`src/rtl/hazard_ctrl_pkg.sv`:
```
// Shared definitions for the pipeline hazard controller: opcodes, FSM encoding,
// control bundle and operand-usage decode.
package hazard_ctrl_pkg;

    localparam logic [6:0] OPC_LOAD   = 7'b0000011;
    localparam logic [6:0] OPC_STORE  = 7'b0100011;
    localparam logic [6:0] OPC_BRANCH = 7'b1100011;
    localparam logic [6:0] OPC_OP     = 7'b0110011;
    localparam logic [6:0] OPC_LUI    = 7'b0110111;
    localparam logic [6:0] OPC_AUIPC  = 7'b0010111;
    localparam logic [6:0] OPC_JAL    = 7'b1101111;
    localparam logic [6:0] OPC_JALR   = 7'b1100111;

    typedef enum logic [1:0] {
        ST_RUN      = 2'd0,
        ST_MEM_WAIT = 2'd1,
        ST_ERROR    = 2'd2
    } hz_state_e;

    typedef struct packed {
        logic if_stall;
        logic id_stall;
        logic ex_stall;
        logic me_stall;
        logic id_flush;
        logic ex_flush;
        logic wb_bubble;
        logic pc_redirect;
    } hz_ctrl_t;

    // Upper-immediate and JAL forms carry no rs1 operand.
    function automatic logic uses_rs1(input logic [6:0] opc);
        return !(opc inside {OPC_LUI, OPC_AUIPC, OPC_JAL});
    endfunction

    function automatic logic uses_rs2(input logic [6:0] opc);
        return opc inside {OPC_OP, OPC_STORE, OPC_BRANCH};
    endfunction

endpackage

```
`src/rtl/hazard_sat_cnt.sv`:
```
// Saturating up-counter with enable and synchronous active-high reset.
module hazard_sat_cnt #(
    parameter int unsigned CNT_W = 32
) (
    input  logic             clk,
    input  logic             rst,
    input  logic             en,
    output logic [CNT_W-1:0] count
);

    always_ff @(posedge clk) begin
        if (rst) begin
            count <= '0;
        end else if (en && (count != '1)) begin
            count <= count + CNT_W'(1);
        end
    end

endmodule

```
`src/rtl/hazard_ctrl.sv`:
```
// Pipeline hazard controller: memory-wait freeze with timeout, EX redirect
// flushes and single-cycle load-use interlock, plus stall/flush counters.
module hazard_ctrl
    import hazard_ctrl_pkg::*;
#(
    parameter int unsigned MEM_TIMEOUT = 64,
    parameter int unsigned CNT_W       = 32
) (
    input  logic             clk,
    input  logic             rst,
    input  logic [6:0]       ID_opcode,
    input  logic [4:0]       ID_rs1,
    input  logic [4:0]       ID_rs2,
    input  logic [6:0]       EX_opcode,
    input  logic [4:0]       EX_rd,
    input  logic             EX_redirect,
    input  logic             ME_mem_req,
    input  logic             ME_mem_ready,
    output logic             IF_stall,
    output logic             ID_stall,
    output logic             EX_stall,
    output logic             ME_stall,
    output logic             ID_flush,
    output logic             EX_flush,
    output logic             WB_bubble,
    output logic             pc_redirect,
    output logic [1:0]       state,
    output logic             mem_timeout,
    output logic [CNT_W-1:0] stall_cycles,
    output logic [CNT_W-1:0] flush_events
);

    localparam int unsigned WAIT_W = $clog2(MEM_TIMEOUT) + 1;
    // The RUN cycle that enters MEM_WAIT is itself a wait cycle, so the counter
    // trips one value early to give MEM_TIMEOUT wait cycles in total.
    localparam logic [WAIT_W-1:0] WAIT_LAST = WAIT_W'(MEM_TIMEOUT - 2);

    hz_state_e         state_q;
    logic [WAIT_W-1:0] wait_cnt;
    logic              mem_wait;
    logic              load_use;
    hz_ctrl_t          ctrl;

    assign mem_wait = ME_mem_req && !ME_mem_ready;

    assign load_use = (EX_opcode == OPC_LOAD) && (EX_rd != 5'd0) &&
                      ((uses_rs1(ID_opcode) && (ID_rs1 == EX_rd)) ||
                       (uses_rs2(ID_opcode) && (ID_rs2 == EX_rd)));

    // Priority: reset > error > memory wait > redirect > load-use > normal.
    always_comb begin
        ctrl = '0;
        if (rst) begin
            ctrl = '0;
        end else if ((state_q == ST_ERROR) || mem_wait) begin
            ctrl.if_stall  = 1'b1;
            ctrl.id_stall  = 1'b1;
            ctrl.ex_stall  = 1'b1;
            ctrl.me_stall  = 1'b1;
            ctrl.wb_bubble = 1'b1;
        end else if (EX_redirect) begin
            ctrl.pc_redirect = 1'b1;
            ctrl.id_flush    = 1'b1;
            ctrl.ex_flush    = 1'b1;
        end else if (load_use) begin
            ctrl.if_stall = 1'b1;
            ctrl.id_stall = 1'b1;
            ctrl.ex_flush = 1'b1;
        end
    end

    assign IF_stall    = ctrl.if_stall;
    assign ID_stall    = ctrl.id_stall;
    assign EX_stall    = ctrl.ex_stall;
    assign ME_stall    = ctrl.me_stall;
    assign ID_flush    = ctrl.id_flush;
    assign EX_flush    = ctrl.ex_flush;
    assign WB_bubble   = ctrl.wb_bubble;
    assign pc_redirect = ctrl.pc_redirect;
    assign state       = state_q;

    always_ff @(posedge clk) begin
        if (rst) begin
            state_q     <= ST_RUN;
            wait_cnt    <= '0;
            mem_timeout <= 1'b0;
        end else begin
            case (state_q)
                ST_RUN: begin
                    if (mem_wait) begin
                        state_q  <= ST_MEM_WAIT;
                        wait_cnt <= '0;
                    end
                end
                ST_MEM_WAIT: begin
                    if (!mem_wait) begin
                        state_q  <= ST_RUN;
                        wait_cnt <= '0;
                    end else if (wait_cnt == WAIT_LAST) begin
                        state_q     <= ST_ERROR;
                        wait_cnt    <= '0;
                        mem_timeout <= 1'b1;
                    end else begin
                        wait_cnt <= wait_cnt + WAIT_W'(1);
                    end
                end
                ST_ERROR: begin
                    state_q <= ST_ERROR;
                end
                default: begin
                    state_q  <= ST_RUN;
                    wait_cnt <= '0;
                end
            endcase
        end
    end

    hazard_sat_cnt #(.CNT_W(CNT_W)) u_stall_cnt (
        .clk   (clk),
        .rst   (rst),
        .en    (ctrl.if_stall),
        .count (stall_cycles)
    );

    hazard_sat_cnt #(.CNT_W(CNT_W)) u_flush_cnt (
        .clk   (clk),
        .rst   (rst),
        .en    (ctrl.pc_redirect),
        .count (flush_events)
    );

endmodule

```
`config.mk`:
```
export PLATFORM = sky130hd
export DESIGN_NAME = hazard_ctrl
export DESIGN_NICKNAME = d
export VERILOG_FILES = /design/src/rtl/hazard_ctrl_pkg.sv /design/src/rtl/hazard_sat_cnt.sv /design/src/rtl/hazard_ctrl.sv
export SDC_FILE = /design/constraint.sdc
export NUM_CORES = 1
export LEC_CHECK = 0
export BUFFER_PORTS_ARGS = -buffer_cell sky130_fd_sc_hd__buf_2
export CAP_MARGIN = 10
export CORE_ASPECT_RATIO = 1.75
export CORE_MARGIN = 2
export CORE_UTILIZATION = 40
export DETAILED_ROUTE_END_ITERATION = 6
export HOLD_SLACK_MARGIN = 0.05
export PLACE_DENSITY_LB_ADDON = 0.2
export SLEW_MARGIN = 20
export SYNTH_ARGS = -nofsm -noshare
export SYNTH_HDL_FRONTEND = slang
export SYNTH_SLANG_ARGS = --single-unit
```
`constraint.sdc`:
```
create_clock -name clk -period 3 [get_ports clk]
set_input_delay 0.15 -clock clk [delete_from_list [all_inputs] [get_ports clk]]
set_output_delay 0.15 -clock clk [all_outputs]
set_load 0.02 [all_outputs]
```
; Word-level counts from Yosys, hierarchy flattened
; Cells that the tools add are included.
[op_classes]
mux = 19
bitwise = 1
n_eq_ne = 16
reduce_logical = 18
add_sub_neg = 3
[ops]
columns = cell, n
row1 = $add A32 B1 Y32 const B, 2
row2 = $ne A32 B32 Y1 const B, 2
row3 = $eq A7 B6 Y1 const B, 4
row4 = $mux W7, 3
row5 = $pmux W7 S3, 1
row6 = $mux W2, 8
row7 = $eq A7 B7 Y1 const B, 2
row8 = $eq A5 B5 Y1, 2
row9 = $mux W8, 1
row10 = $add A7 B1 Y7 const B, 1
row11 = $eq A7 B2 Y1 const B, 1
row12 = $eq A7 B5 Y1 const B, 1
row13 = $logic_and A1 B1 Y1, 7
row14 = $pmux W2 S3, 1
row15 = $reduce_bool A3 Y1, 2
row16 = $mux W1, 5
row17 = $reduce_bool A5 Y1, 1
row18 = $reduce_and A2 Y1, 2
row19 = $ne A3 B3 Y1 const B, 1
row20 = $reduce_and A3 Y1, 1
row21 = $eq A2 B1 Y1 const B, 1
row22 = $eq A2 B2 Y1 const B, 1
row23 = $logic_not A1 Y1, 2
row24 = $logic_not A2 Y1, 1
row25 = other kinds (3), 4
[word_totals]
regBits = 74
output_inout_bits = 75
in_bits = 34

; Logic depth before layout (Yosys ltp)
[logic_depth]
ltp_word = 11
mapped_depth = 9
ltp_nobuf = 7

; By module
; From an unflattened synthesis, not the netlist that was laid out.
[hier_totals]
hier_cells = 492
area_unflattened_um2 = 4127.7
[by_module_without_submodules]
columns = mod, instances, area_per_inst_um2, cells_each
row1 = hazard_sat_cnt, 2, 1674.1, 199
row2 = hazard_ctrl, 1, 779.5, 94

; Worst setup path before layout
; OpenSTA, ideal clock, no wires.
[synth_path]
path_type = reg-to-reg
from = register u_stall_cnt.count[0]
to = register u_stall_cnt.count[24]
synth_period_minus_slack_ns = 2.321
arrival_time_ns = 2.198
setup_slack_ns = 0.679
path_stages_with_launch = 9
cell_sequence = dfxtp_1 ha_1 inv_1 nor4_4 nand3_2 nor3_4 buf_4 nor3_1 mux2_1
[synth_between]
elab_chain_len = 2
elab_cells_between_ends = 3
cone_classes = add/sub (1) / eq/ne (1) / reduce/logical (1)
[synth_rtl]
columns = item, line
row1 = "start, declared", hazard_sat_cnt.sv:8  ; output logic [CNT_W-1:0] count
row2 = "start signal, assigned", hazard_sat_cnt.sv:15  ; count <= count + CNT_W'(1);
row3 = "parallel branches: the longest is 2 deep, another holds $add A32 B1 Y32", --
; Parallel ways; which one is timed is not known.
; A chain may end at the register's enable or synchronous reset.

; Worst setup path in the final report
[layout_path]
from = register u_stall_cnt.count[0]
to = register u_stall_cnt.count[5]
; Same word-level chain as after synthesis.

==> flow_metrics.tcl <==
set metrics [dict create \
    post_cts_resized 0 \
    synth_top_flop_cell "dfxtp_1" \
    cts_tree "yes" \
    cts_root_buffer "clkbuf_16" \
    final_cells 702 \
    required_ns 3.22 \
    holdCritPathClass "in2reg" \
    gr-total-overflow 0 \
    drtPass1Iterations 4 \
    crit_arrival_ns 2.63 \
    wire_per_inst_um 15.3 \
    place_ws_ns 0.610 \
    ys_seq_area_share_pct 37.3 \
    yosys_warnings 0 \
    ir_drop_mv 0.261 \
    synth_top_family_by_area "simple AND/OR/NAND/NOR gates" \
    synth.distinct_cells 50 \
    post-synth-top-area-fraction_pct 37.3 \
    synthCells 467 \
    row_count 48 \
    post_drt_via_cell_ratio 5.63 \
    async_reset_ff_share_pct 0 \
    numPortBuffers 108 \
    die_h_um 136 \
    layout_min_cycle_time_ns 2.41 \
    yosys-top-cells-area "dfxtp_1 37%, xnor2_1 5.5%, nor2_1 4.8%" \
    synth_edf_count 0 \
    path_clk_slew_ns 0.06 \
    clock.fmax_ghz 0.415 \
    cts.sinks 74 \
    cp_slowest_cell "nor3_4" \
    die_area_sq_um 10800 \
    layout-area-overhead-vs-synth_pct 23.9 \
    max_slew_margin_pct 34.8 \
    crit_path_end_kind "register" \
    grt_max_degree 58 \
    grt_pass1_wl_um 17900 \
    rsz0062_at_grt "no" \
    synth_compound_area_share_pct 12.5 \
    drt_iter0_drc 163 \
    clockBufferDepth 2 \
    fill_cells 983 \
    power_density_nw_per_um2 430 \
    met1_usage_pct 22.2 \
    clock_skew_ns 0.00642 \
    die_x_um 79.3 \
    drcViolationCount 0 \
    cp-start-kind "register" \
    finalCritPeriodShare_pct 80.4 \
    leakage_uw 0.00199 \
    clk_latency_ns 0.33 \
    initial_core_util_pct 40.6 \
    maxCapViolCount 0 \
    worstSetupPathType "reg2reg" \
    routabilityCongestion 0.861 \
    synthesis.nets 505 \
    met2_usage_pct 37.5 \
    crit_fanout 17 \
    whs_path_depth 5 \
    grtUsageMet3_pct 4.85 \
    final_layout_size_suffix_gt1_share_pct 26.9 \
    synthSimpleGateAreaFrac_pct 33.0 \
    routed_wl_um 10700 \
    setup_slack_ns 0.588 \
    core_sq_um 9790 \
    syn_area_per_cell_sq_um 8.51 \
    num_vias 3949 \
    postRouteAntennaNets 0 \
    synth_area_leader_cell "dfxtp_1" \
    synthMuxAreaShare_pct 1.70 \
    antenna_cells 0 \
    synth_fa_ha_area_share_pct 1.26 \
    place_inst 686 \
    crit_path_cell_trace "ha_1, inv_1, nor4_4, nand3_2, nor3_4, buf_4, o311ai_0, o41ai_1" \
    globalRouteTotalUtil_pct 20.7 \
    nNetsFinal 610 \
    fin_tns_setup_ns 0 \
    grt_pass1_vias 3815 \
    outcome "finished, final reports clean" \
    ff2ff_path_depth 8 \
    dp_hpwl_um 7900 \
    worst_pin_slew_ns 0.973 \
    cts_max_level 3 \
    max_stage_delay_ns 0.58 \
    synth_area_sq_um 3970 \
    grt_antenna_before_repair 0 \
    reg2reg_slack_ns 0.59 \
    grt-busiest-layer "met2" \
    drv_slew 0 \
    ctsHoldBuffers 0 \
    ys_seq_elements 74 \
    setup_viol 0 \
    cts_setup_buffers 0 \
    numCtsBuffers 9 \
    synthXorXnorAreaFrac_pct 9.48 \
    final_hold_viol_count 0 \
    io_pins 109 \
]
[routing by layer]
layer / part of all wire, % / up-vias
met5: 0 / -
met4: 2.7 / 0
met3: 4.4 / 25
met2: 54 / 94
met1: 38 / 1890
li1: - / 1940
[final timing paths]
| path | from | to |
|---|---|---|
| worst max-delay path | u_stall_cnt.count[0]$_SDFFE_PP0P_ | u_stall_cnt.count[5]$_SDFFE_PP0P_ |
| worst min-delay path | ME_mem_req | state[0]$_SDFFE_PP0P_ |
| worst max register to register | u_stall_cnt.count[0]$_SDFFE_PP0P_ | u_stall_cnt.count[5]$_SDFFE_PP0P_ |
| worst min register to register | mem_timeout$_SDFFE_PP0P_ | mem_timeout$_SDFFE_PP0P_ |
[synth_stat cells, drive strengths merged, types with 2 or more instances]
cell    number
a21oi       26
a31oi        2
and2         5
and3        11
and4         5
buf         16
clkbuf      14
dfxtp       74
ha           4
inv          9
mux2         6
nand2       26
nand2b       3
nand3       23
nand4       30
nor2        51
nor2b        7
nor3        12
nor3b        3
nor4        17
nor4b        3
o211ai       3
o21ai        4
o311ai       9
o31ai       16
o41ai        8
or2          7
or3          5
or4         17
xnor2       25
xor2        18
[layout by cell type, fill, tap and decap left out, types with 2 or more instances in the layout]
master / synthesis / final
a21oi_1: 26 / 26
a31oi_1: 2 / 2
and2_1: 4 / 4
and3_1: 11 / 11
and4_1: 5 / 5
buf_2: 6 / 108
buf_4: 10 / 15
clkbuf_16: 0 / 9
clkinv_2: 0 / 3
clkinvlp_4: 0 / 2
dfxtp_1: 74 / 74
ha_1: 4 / 4
inv_1: 9 / 9
mux2_1: 6 / 6
nand2_1: 26 / 26
nand2b_1: 3 / 3
nand3_1: 22 / 22
nand4_1: 28 / 28
nand4_2: 2 / 2
nor2_1: 51 / 51
nor2b_1: 7 / 7
nor3_1: 10 / 10
nor3_4: 1 / 2
nor3b_1: 3 / 3
nor4_1: 15 / 15
nor4b_1: 3 / 3
o211ai_1: 2 / 2
o21ai_0: 3 / 3
o311ai_0: 7 / 7
o311ai_1: 2 / 2
o31ai_1: 16 / 16
o41ai_1: 8 / 8
or2_2: 7 / 7
or3_1: 5 / 5
or4_1: 17 / 17
xnor2_1: 25 / 25
xor2_1: 18 / 18
[registers in the layout (all words and copies together), names as in the netlist]
register	flops
u_flush_cnt.count	32
mem_timeout	1
state	2
u_stall_cnt.count	32
wait_cnt	7
[power by group]
group,switching [uW],internal (uW)
Combinational,80.7,49.4
Sequential,5.39,987
Clock,418,578
[critical path: cells and delay by family (launching register included)]
family | cells | cell delay, ns
buffers and inverters | 2 | 0.38
AO/OA/AOI/OAI | 2 | 0.25
flip-flops | 1 | 0.42
AND/OR/NAND/NOR | 3 | 1.03
adder cells (fa/ha/maj) | 1 | 0.22
[cell type report]
type | instances | area (sq um) | area share (%)
inverter | 9 | 33.8 | 0.686
timing repair buffer | 124 | 673 | 13.7
sequential | 74 | 1480 | 30.1
multi-input combinational | 354 | 2310 | 46.8
tap | 125 | 156 | 3.18
clock buffer | 11 | 243 | 4.93
clock inverter | 5 | 30.0 | 0.610
[cell families (layout without fill, tap and decap cells)]
family          after synthesis  in the layout
flops                        74             74
buf+inv                      39            149
fa+ha+maj                     4              4
compound gates               72             72
simple gates                229            229
mux                           6              6
xor+xnor                     43             43
[stage by stage]
step | cell area, sq um | total power (uW) | hold slack [ns] | util, %
global placement | 4650 | 1140 | 0.431 | 47.5
floorplan | 3970 | 1090 | 0.367 | -
CTS | 4920 | 2150 | 0.336 | 50.3
finish | 4920 | 2120 | 0.335 | 50.3
detailed placement | 4650 | 1150 | 0.442 | 47.5
global route | 4920 | 2210 | 0.398 | 50.3
(Power assumes the default switching activity.)
